File: src/rtl/fwd_pkg.sv
// fwd_pkg: shared widths, pipeline tag type and FSM states for forward_ctrl
package fwd_pkg;
    localparam int REG_W = 3;
    localparam logic [REG_W-1:0] REG_ZERO = 3'd0;
    localparam int CNT_W = 16;

    typedef struct packed {
        logic             valid;
        logic [REG_W-1:0] rd;
        logic             wr;
        logic             load;
    } tag_t;

    typedef enum logic {RUN, STALL} state_t;
endpackage

File: src/rtl/fwd_match.sv
// fwd_match: producer tag vs source register compare; r0 never matches
//   tag - pipeline tag of a producing instruction
//   src - source register address of the decode instruction
//   hit - tag writes src and src is not r0
module fwd_match
    import fwd_pkg::*;
(
    input  tag_t             tag,
    input  logic [REG_W-1:0] src,
    output logic             hit
);
    assign hit = tag.valid & tag.wr & (tag.rd == src) & (src != REG_ZERO);
endmodule

File: src/rtl/forward_ctrl.sv
// forward_ctrl: EX/MEM forwarding selects and load-use stall for a 5-stage pipe
//   clk, rst (async, active high)
//   id_valid, id_rs, id_rt, id_rd, id_wr, id_load - decode instruction
//   flush - kill decode and EX instructions
//   One_A/One_B - forward EX/MEM result; Two_A/Two_B - forward MEM/WB result
//   stall - hold PC and decode register
//   stall_count, fwd_count - saturating perf counters, only with FWD_PERF_EN
module forward_ctrl
    import fwd_pkg::*;
(
    input  logic             clk,
    input  logic             rst,
    input  logic             id_valid,
    input  logic [REG_W-1:0] id_rs,
    input  logic [REG_W-1:0] id_rt,
    input  logic [REG_W-1:0] id_rd,
    input  logic             id_wr,
    input  logic             id_load,
    input  logic             flush,
    output logic             One_A,
    output logic             One_B,
    output logic             Two_A,
    output logic             Two_B,
    output logic             stall
`ifdef FWD_PERF_EN
   ,output logic [CNT_W-1:0] stall_count,
    output logic [CNT_W-1:0] fwd_count
`endif
);
    tag_t ex_tag, mem_tag, id_tag;
    state_t state, state_nx;
    logic ex_a, ex_b, mem_a, mem_b;
    logic [3:0] sel_d;

    assign id_tag = '{valid: id_valid, rd: id_rd, wr: id_wr, load: id_load};

    fwd_match u_ex_a  (.tag(ex_tag),  .src(id_rs), .hit(ex_a));
    fwd_match u_ex_b  (.tag(ex_tag),  .src(id_rt), .hit(ex_b));
    fwd_match u_mem_a (.tag(mem_tag), .src(id_rs), .hit(mem_a));
    fwd_match u_mem_b (.tag(mem_tag), .src(id_rt), .hit(mem_b));

    // A stall or flush pushes a bubble into EX, so nothing is forwarded to it.
    // EX is the younger producer and overrides MEM.
    always_comb begin
        stall    = (state == RUN) & id_valid & ex_tag.load & (ex_a | ex_b) & ~flush;
        state_nx = stall ? STALL : RUN;
        sel_d    = (flush | stall | ~id_valid) ? 4'b0
                 : {ex_a, mem_a & ~ex_a, ex_b, mem_b & ~ex_b};
    end

    always_ff @(posedge clk or posedge rst)
        if (rst)
            state <= RUN;
        else
            state <= state_nx;

    always_ff @(posedge clk or posedge rst)
        if (rst) begin
            ex_tag                     <= '0;
            mem_tag                    <= '0;
            {One_A, Two_A, One_B, Two_B} <= '0;
        end else begin
            mem_tag                    <= flush ? '0 : ex_tag;
            ex_tag                     <= (flush | stall) ? '0 : id_tag;
            {One_A, Two_A, One_B, Two_B} <= sel_d;
        end

`ifdef FWD_PERF_EN
    always_ff @(posedge clk or posedge rst)
        if (rst) begin
            stall_count <= '0;
            fwd_count   <= '0;
        end else begin
            if (stall && stall_count != '1)
                stall_count <= stall_count + 1'b1;
            if (|sel_d && fwd_count != '1)
                fwd_count <= fwd_count + 1'b1;
        end
`endif
endmodule

File: config.mk
export PLATFORM = sky130hd
export DESIGN_NAME = forward_ctrl
export DESIGN_NICKNAME = d
export VERILOG_FILES = /design/src/rtl/fwd_pkg.sv /design/src/rtl/fwd_match.sv /design/src/rtl/forward_ctrl.sv
export SDC_FILE = /design/constraint.sdc
export NUM_CORES = 1
export LEC_CHECK = 0
export CAP_MARGIN = 20
export CORE_UTILIZATION = 40
export CTS_CLUSTER_DIAMETER = 100
export DETAILED_ROUTE_END_ITERATION = 16
export PLACE_DENSITY_LB_ADDON = 0.1
export SKIP_LAST_GASP = 1
export SYNTH_ARGS = -nofsm -noshare
export SYNTH_HDL_FRONTEND = slang
export SYNTH_SLANG_ARGS = --single-unit
export TNS_END_PERCENT = 1
File: constraint.sdc
create_clock -name clk -period 1.3 [get_ports clk]
set_input_delay 0.195 -clock clk [delete_from_list [all_inputs] [get_ports clk]]
set_output_delay 0.195 -clock clk [all_outputs]
set_load 0.01 [all_outputs]
; Word-level counts from Yosys, hierarchy flattened
; Cells that the tools add are included.
[op_classes]
eq_ne = 4
n_mux = 4
bitwise_logic = 24
n_reduce_logical = 2
[op_table]
columns = operator, n
row1 = $and A1 B1 Y1, 16
row2 = $eq A3 B3 Y1, 4
row3 = $mux W6, 2
row4 = $reduce_bool A3 Y1, 2
row5 = $not A1 Y1, 5
row6 = $mux W4, 1
row7 = $or A1 B1 Y1, 3
row8 = $mux W1, 1
[totals]
reg_bits = 16
in_bits = 15
out_inout_bits = 5
elab_cells = 46

; Longest topological paths before layout
; Gate-level depths: netlist (run 1).
[logic_depth]
ltp_word = 9
ltp_mapped = 4

; By module
; From an unflattened synthesis (run 1), not the netlist that was laid out.
[unflattened]
cells_unflattened = 76
area_unflattened_um2 = 858.3
[by_module_without_submodules]
columns = module, n_inst, cells_per_inst, area_per_inst_um2, seq_area_each_um2
row1 = forward_ctrl, 1, 48, 643.1, 425.4
row2 = fwd_match, 4, 7, 53.8, 0.0

; Worst setup path before layout (run 1)
; No wires, ideal clock.
[synth_timing]
path_type = register to output
startpoint = reg ex_tag[3] (netlist name)
endpoint = out stall
arrival_time_ns = 1.335
t_required_ns = 1.105
setup_slack_ns = -0.230
stages_incl_launch_ff = 5
path_cell_list = dfrtp_1 xnor2_1 nand4_1 or3_1 a21oi_1
[synth_via]
elab_chain_cells = 6
elab_cells_between_ends = 9
[synth_rtl]
columns = element, line
row1 = "start, declared", forward_ctrl.sv:30  ; tag_t ex_tag, mem_tag, id_tag;
row2 = "start signal, assigned", forward_ctrl.sv:64  ; ex_tag <= (flush | stall) ? '0 : id_tag;
row3 = $eq A3 B3 Y1, fwd_match.sv:12  ; assign hit = tag.valid & tag.wr & (tag.rd == src) & (src != REG_ZERO);
row4 = $and A1 B1 Y1 (2 in series), fwd_match.sv:12
row5 = $or A1 B1 Y1 (*), forward_ctrl.sv:45  ; stall = (state == RUN) & id_valid & ex_tag.load & (ex_a | ex_b) & ~flush;
row6 = $and A1 B1 Y1 (*) (2 in series), forward_ctrl.sv:45
row7 = "end, declared", forward_ctrl.sv:24  ; output logic stall
; Every way passes the cells marked *; elsewhere a longest branch is shown, timed or not.

; Final worst setup path (run 1)
; Ends and elaborated chain as after synthesis.

==> impl_metrics.toml, run 1 <==
[layout]
antenna_cells = 0
design_area_mm2 = 0.00111
area_growth_pct = 46.9
drive_gt1_share_pct = 21.9
nNetsFinal = 122

[clocking]
cts_max_path_buffers = 2
worstSkewPairLatency_ns = 0.28
holdBufCountCts = 0
cts-root-buf = "clkbuf_4"
cts_inserted_buffers = 3
cts_tree = "built"
clk_transition_reported_paths_ns = 0.09
cts.sinks = 16
h-tree-depth = 1

[critical_path]
path_buf_inv = 1
crit_arrival_ns = 1.67
slowest_delay_ns = 0.42
slowest_stage = "dfrtp_1"
critPathMaxFanout = 3
worstPathCellList = "xnor2_1 > nand4_1 > or3_4 > a21oi_2 > buf_2"
rrSetupSlack_ns = -0.19
cp_data_required_time_ns = 1.11
crit_family = "simple AND/OR/NAND/NOR gates"
worst_setup_path_start_kind = "flip-flop"
critPathKind = "flip-flop to primary output"
end_kind = "primary output"

[sta]
skew_ns = 0.00319
fmax_mhz = 535
worst_slew_pin_slew_ns = 0.266
post-route-period-util_pct = 144
hold_slack_ns = 0.215
relSlewSlack_pct = 82.3
setup_viol = 14
final_max_slew_viol_count = 0
period_needed_ns = 1.87
postLayoutSetupSlackWorst_ns = -0.570
hold_viol_final = 0
rsz0062_at_grt = "true"

[place]
gp_congestion = 0.769
portBuffers = 19
postPlaceCellArea_mm2 = 0.00108
dpl.hpwl_mm = 1.26

[synth]
yosysSeqAreaShare_pct = 53.1
async_flop_share_pct = 100
synth_top_family_by_area = "simple AND/OR/NAND/NOR gates"
synth-edff-count = 0
synthMuxAreaShare_pct = 0
synthesis.nets = 84
synth_area_leaders = "dfrtp_1, xnor2_1, nor4b_1, nor2b_1, nand4_1"
synth-simple-area-share_pct = 28.4
synth_top_cell_area_share_pct = 53.1
synthAdderAreaFrac_pct = 0
yosysMostFrequentCell = "dfrtp_1"
yosys_most_used_dff = "dfrtp_1"
synth_xor_area_share_pct = 9.29
synth_warnings = 0
synth_cells = 69
synth_common_cells = "dfrtp_1, xnor2_1, nor2b_1, nor4b_1, nand4_1"
syn_avg_cell_area_um2 = 10.9
ys_ff_latch = 16
synth.distinct_cells = 21
syn_area_um2 = 754
synth_compound_area_share_pct = 8.29
yosys.area.top_type = "dfrtp_1"

[routing]
vias_per_cell = 5.12
wl_mm = 1.65
detail_route.wl_per_cell_um = 12.7
dr.first_iter.drc_count = 3
antenna_left = 0
first_pass_iters = 2
dr_total_vias = 665
remaining_drc_errors = 0

[global_routing]
grt_use_met3_pct = 3.97
busiest_layer = "met2"
grt_use_total_pct = 18.7
grt_pass1_vias = 630
grt_use_met2_pct = 30.3
grt_pass1_wl_mm = 2.66
met1_usage_pct = 23.1
overflow = 0
grt_max_degree = 17
antenna_found_initial = 0

[floorplanning]
rows = 15
die_h_um = 45.4
dieWidth_um = 45.4
start_util_pct = 43.2
die_area_mm2 = 0.00206
io_pins = 20
core_mm2 = 0.00175

[power]
p_clk_share_pct = 26.9
power.share.sequential_pct = 56.5
p_leak_nw = 0.462
fin_total_pwr_uw = 933
power_frac_comb_pct = 16.7
cell_internal_pwr_uw = 712
worst_ir_drop_vdd_v = 0.000620
p_switching_uw = 221
powerDensity_mw_per_mm2 = 841
switching_share_pct = 23.7

[flow_run]
drv_cap = 0

[status]
status = "complete, but fails checks"
violations = "negative setup slack"

[min_path]
hold_path_class = "primary input to async pin"
stage by stage:
stage               setup slack (ns)  setup TNS [ns]  std cells  util, %
floorplan                     -0.125          -0.426         69        -
global placement               -1.01           -4.80        126     61.9
detailed placement             -1.03           -4.87        126     61.9
CTS                           -0.585           -1.54        129     63.1
global route                  -0.654           -3.19        130     63.5
finish                        -0.570           -1.96        130     63.5
per-layer routing:
layer | vias to the layer above | routed length [µm]
met4 | 0 | 34
met5 | - | 0
met3 | 6 | 59
met2 | 17 | 825
li1 | 326 | -
met1 | 316 | 730
repair_timing:
item                                    CTS  global route
setup buffers                             0             1
endpoints found under the setup margin   14            14
pin swaps                                 2             1
gates resized for setup                  12             0
power by group through the flow:
stage                     Combinational [mW]  Clock [mW]  Sequential (mW)
after floorplan                       0.0701           0            0.533
after global placement                 0.159           0            0.536
after detailed placement               0.162           0            0.537
after CTS                              0.156       0.264            0.527
after global routing                   0.169       0.281            0.530
final                                  0.155       0.251            0.527
flip-flops by register name, summed over array words and instances (netlist names):
name     flops
One_A        1
state        1
mem_tag      5
One_B        1
ex_tag       6
Two_A        1
Two_B        1
worst min-delay path, stage by stage:
cell and delay, ns:
clkdlybuf4s50_1 0.40, inv_1 0.05, buf_4 0.22
logic make-up after synthesis:
logic type,count (synthesis)
buffers and inverters,2
DFF,16
and+or+nand+nor,34
xor gates and xnor gates,8
AOI/OAI and AO/OA,9
final timing paths:
kind / end / startpoint / cells past startpoint
max: stall / ex_tag[3] / 5
min: One_A / rst / 3
max reg2reg: ex_tag[3] / ex_tag[3] / 7
min reg2reg: Two_B / mem_tag[1] / 2
max in group asynchronous: mem_tag[3] / rst / 3
min in group clk: Two_B / id_rt[0] / 3
area by class of cell:
class                   count  area, µm²
fillers                   150        637
flip-flops and latches     16        400
multi-input cells          51        360
repair buffers             34        290
well taps                  25       31.3
clock buffers               3       22.5
inverters                   1       3.75
cell usage in the layout, fill, tap and decap left out:
master,n
nor3b_1,2
buf_4,15
and3_1,1
nor2_1,2
a21oi_1,2
dlygate4sd2_1,6
nand4_1,4
nor3_2,1
nor2b_1,6
o31a_1,2
o21a_1,2
dfrtp_1,16
clkbuf_4,3
nand3b_1,1
or3_4,2
clkdlybuf4s50_1,12
nor4b_1,5
inv_1,1
buf_2,1
nor4_1,2
nand3_1,2
o21bai_1,2
xnor2_1,8
nor3_1,3
a21oi_2,1
nand2_1,3
Note: power is estimated with default switching activity, not from simulation.
==> run 2, diff against run 1 <==
- clock period: 1.3 -> 1.9 ns (I/O delays scaled with it)
==> run 2 against run 1 <==
The flow still finishes with violations (negative setup slack). Global-route usage is 0.80 points higher. Die area stayed put. Critical path depth stayed put. First-iteration DRC count is 33% higher. Critical path type unchanged.
==> impl_metrics.toml, run 2 (synthesis results as in run 1) <==
[status]
status = "complete, but fails checks"
violations = "negative setup slack"

[power]
p_leak_nw = 0.461
worst_ir_drop_vdd_v = 0.000497
powerDensity_mw_per_mm2 = 628

[layout]
seqCellArea_um2 = 400
top_register = "ex_tag"
reg.largest.list = "ex_tag: 6 flops, mem_tag: 5 flops"
nNetsFinal = 120
largest_reg_flops = 6
fillers = 148
area_growth_pct = 46.8
antenna_cells = 0
drive_gt1_share_pct = 21.2
layout_commonest_cell = "dfrtp_1"
mostFrequentLayoutCells = "dfrtp_1, buf_4, clkdlybuf4s50_1"
multi_input_area_um2 = 360

[critical_path]
cp_data_required_time_ns = 1.62
worst_setup_path_start_kind = "flip-flop"
crit_arrival_ns = 1.66
slowest_stage = "dfrtp_1"
critPathMaxFanout = 3
r2r_end = "ex_tag[1]"
end_kind = "primary output"
critPathKind = "flip-flop to primary output"
crit_family = "simple AND/OR/NAND/NOR gates"
r2r-start = "ex_tag[2]"
slowest_delay_ns = 0.42
path_buf_inv = 1
reg2regPathDepth = 6
rrSetupSlack_ns = 0.50
worstPathCellList = "xnor2_1 > nand4_1 > or3_4 > a21oi_2 > buf_2"

[clocking]
worstSkewPairLatency_ns = 0.29
cts_tree = "built"
cts.sinks = 16
cts_inserted_buffers = 3
cts-root-buf = "clkbuf_4"
h-tree-depth = 1
clk_transition_reported_paths_ns = 0.10
cts_max_path_buffers = 2

[floorplanning]
die_h_um = 45.4
io_pins = 20
start_util_pct = 43.2
dieWidth_um = 45.4
core_mm2 = 0.00175
die_area_mm2 = 0.00206
rows = 15

[global_routing]
antenna_found_initial = 0
grt_pass1_vias = 628
overflow = 0
grt_pass1_wl_mm = 2.71
grt_max_degree = 17
grt_use_total_pct = 19.5

[routing]
detail_route.wl_per_cell_um = 12.6
remaining_drc_errors = 0
wl_mm = 1.62
first_pass_iters = 4
vias_per_cell = 5.01
dr_total_vias = 646
antenna_left = 0
dr.first_iter.drc_count = 4

[sta]
final_max_slew_viol_count = 0
worst_slew_pin_slew_ns = 0.595
relSlewSlack_pct = 60.3
post-route-period-util_pct = 103
fmax_mhz = 513
setup_viol = 1
period_needed_ns = 1.95
hold_slack_ns = 0.356
hold_viol_final = 0
rsz0062_at_grt = "true"
skew_ns = 0.00704
postLayoutSetupSlackWorst_ns = -0.0477

[place]
gp_congestion = 0.725
pre_cts_ws_ns = -0.635
portBuffers = 19
dpl.hpwl_mm = 1.23

[min_path]
hold_path_class = "primary input to async pin"

[flow_run]
drv_cap = 0
## run 2: changes by cell type in the layout (fill, tap and decap cells not counted)
| cell | previous run | this run |
|---|---|---|
| buf_4 | 15 | 13 |
| clkbuf_8 | 0 | 1 |
## run 2: layout make-up
cell class                 instances  share of cell area [%]
inverter                           1                   0.339
clock buffer                       4                    3.28
timing repair buffer              32                    24.9
sequential                        16                    36.2
tap                               25                    2.82
multi-input combinational         51                    32.5
## run 2: how the worst max path moves through the flow
stage                    from  endpoint  slack [ns]  cells after the start
floorplan           ex_tag[3]     stall        0.28                      4
global placement     id_rs[0]     stall       -0.64                      6
detailed placement   id_rs[0]     stall       -0.64                      6
CTS                 ex_tag[3]     stall       -0.06                      5
global route        ex_tag[3]     stall       -0.12                      5
finish              ex_tag[3]     stall       -0.05                      5
## run 2: power by group
part,internal [mW],switching (mW),total [mW]
combinational,0.0610,0.0429,0.104
sequential,0.351,0.0101,0.361
clock,0.117,0.113,0.230
## run 2: metal layers
| metal | share of wire [%] | up-vias | GRT usage [%] |
|---|---|---|---|
| li1 | - | 321 | - |
| met1 | 45 | 304 | 22.2 |
| met2 | 50 | 19 | 33.7 |
| met3 | 4.2 | 2 | 6.35 |
| met4 | 0.74 | 0 | 7.27 |
| met5 | 0 | - | 0 |
## run 2: repair_timing
action | 4_1_cts | 5_1_grt
pin swaps | 8 | 4
endpoints found under the setup margin | 1 | 1
buffers inserted | 0 | 1
resized for setup | 13 | 0
hold buffers | 0 | 0
## run 2: through the flow
step | cells | TNS [ns] | util [%] | power [mW] | area, µm²
global route | 129 | -0.124 | 63.4 | 0.727 | 1110
detailed placement | 124 | -0.635 | 60.9 | 0.475 | 1060
CTS | 128 | -0.0645 | 63.0 | 0.695 | 1100
finish | 129 | -0.0477 | 63.4 | 0.695 | 1110
floorplan | 69 | 0 | - | 0.413 | 754
global placement | 124 | -0.643 | 60.9 | 0.472 | 1060
==> run 3, diff against run 2 <==
- CORE_MARGIN: not set -> 5
==> run 3 against run 2 <==
The run still ends with negative setup slack left. Final area grew 1.5%. Clock-buffer cell count down 1. Register-to-register slack worse by 0.23 ns. Cell count is 0.78% lower. Worst setup slack improved by 0.0055 ns. Die area rose by 38%. Maximum frequency grew 0.28%. Clock skew fell by 0.0038 ns. Sequential power about the same.
==> impl_metrics.toml, run 3 (synthesis results as in run 1) <==
[status]
status = "complete, but fails checks"
violations = "negative setup slack"

[layout]
fillers = 161
largest_reg_flops = 6
drive_gt1_share_pct = 23.3
antenna_cells = 0
nNetsFinal = 120
seqCellArea_um2 = 402
final_cell_count_no_fill = 128
top_register = "ex_tag"
multi_input_area_um2 = 383
post-route-util_pct = 63.7
layout_commonest_cell = "dfrtp_1"
mostFrequentLayoutCells = "dfrtp_1, buf_4, clkdlybuf4s50_1"
reg.largest.list = "ex_tag: 6 flops, mem_tag: 5 flops"
area_growth_pct = 48.9

[place]
portBuffers = 19
placed_cells = 123
dpl.hpwl_mm = 1.29
gp_congestion = 0.871

[sta]
relSlewSlack_pct = 61.2
rsz0062_at_grt = "true"
fmax_mhz = 515
hold_viol_final = 0
skew_ns = 0.00322
final_max_slew_viol_count = 0
setup_viol = 1
post-route-period-util_pct = 102
period_needed_ns = 1.94
postLayoutSetupSlackWorst_ns = -0.0421
worst_slew_pin_slew_ns = 0.581

[critical_path]
cp_data_required_time_ns = 1.62
end_kind = "primary output"
critPathKind = "flip-flop to primary output"
path_buf_inv = 1
worstPathCellList = "xnor2_2 > nand4_1 > or3_4 > a21oi_4 > buf_6"
r2r_end = "ex_tag[3]"
crit_arrival_ns = 1.66
slowest_stage = "dfrtp_2"
crit_family = "simple AND/OR/NAND/NOR gates"
slowest_delay_ns = 0.46
rrSetupSlack_ns = 0.27
reg2regPathDepth = 7
r2r-start = "ex_tag[2]"
worst_setup_path_start_kind = "flip-flop"
critPathMaxFanout = 3

[floorplanning]
rows = 15
core_mm2 = 0.00176
start_util_pct = 42.8
dieWidth_um = 53.4
io_pins = 20
die_h_um = 53.4
die_area_mm2 = 0.00285

[routing]
first_pass_iters = 4
wl_mm = 1.68
dr_total_vias = 632
antenna_left = 0
detail_route.wl_per_cell_um = 13.1
remaining_drc_errors = 0
dr.first_iter.drc_count = 3
vias_per_cell = 4.94

[min_path]
hold_path_class = "primary input to async pin"

[global_routing]
grt_pass1_wl_mm = 2.70
overflow = 0
grt_max_degree = 17
grt_use_total_pct = 13.1
antenna_found_initial = 0
grt_pass1_vias = 659

[flow_run]
drv_cap = 0

[power]
p_leak_nw = 0.462
powerDensity_mw_per_mm2 = 566
worst_ir_drop_vdd_v = 0.000470

[clocking]
h-tree-depth = 1
cts_inserted_buffers = 3
cts_tree = "built"
cts.sinks = 16
cts_max_path_buffers = 2
worstSkewPairLatency_ns = 0.28
cts-root-buf = "clkbuf_4"
holdBufCountCts = 0
clk_transition_reported_paths_ns = 0.09
==> run 3: where the power goes <==
group	switching [mW]	internal, mW
clock	0.0950	0.0734
sequential	0.0105	0.351
combinational	0.0442	0.0617
==> run 3: area by class of cell <==
class / instances / area share, %
clock buffers: 3 / 2.00
inverters: 1 / 0.334
multi-input cells: 51 / 34.1
flip-flops and latches: 16 / 35.7
well taps: 25 / 2.78
repair buffers: 32 / 25.1
==> run 3: metrics by stage <==
step / hold WS, ns / power [mW] / TNS (ns) / worst slack [ns] / instance area [µm²]
4_1_cts: 0.380 / 0.640 / -0.0953 / -0.0953 / 1080
3_3_place_gp: 0.514 / 0.470 / -0.929 / -0.645 / 1050
5_1_grt: 0.406 / 0.674 / -0.135 / -0.135 / 1120
3_5_place_dp: 0.517 / 0.473 / -0.887 / -0.670 / 1050
6_report: 0.362 / 0.636 / -0.0421 / -0.0421 / 1120
2_1_floorplan: 0.199 / 0.413 / 0 / 0.280 / 754
==> run 3: routing by layer <==
layer | wire length, µm | track usage [%] | vias to the layer above | share of wire [%]
li1 | - | - | 322 | -
met1 | 725 | 15.4 | 295 | 43
met2 | 853 | 23.5 | 15 | 51
met3 | 97 | 2.82 | 0 | 5.8
met4 | 0 | 3.83 | 0 | 0
met5 | 0 | 0 | - | 0
==> run 3: worst max path at each step <==
stage	endpoint	slack, ns	cells after the start	startpoint
after global routing	stall	-0.14	5	ex_tag[2]
after floorplan	stall	0.28	4	ex_tag[3]
after global placement	stall	-0.64	6	id_rt[1]
after CTS	stall	-0.1	5	ex_tag[2]
final	stall	-0.04	5	ex_tag[2]
after detailed placement	stall	-0.67	6	id_rt[0]
==> run 3: timing repair <==
item	4_1_cts	5_1_grt
setup buffers	1	1
gates resized for setup	12	6
pin swaps	5	1
endpoints found under the setup margin	1	1
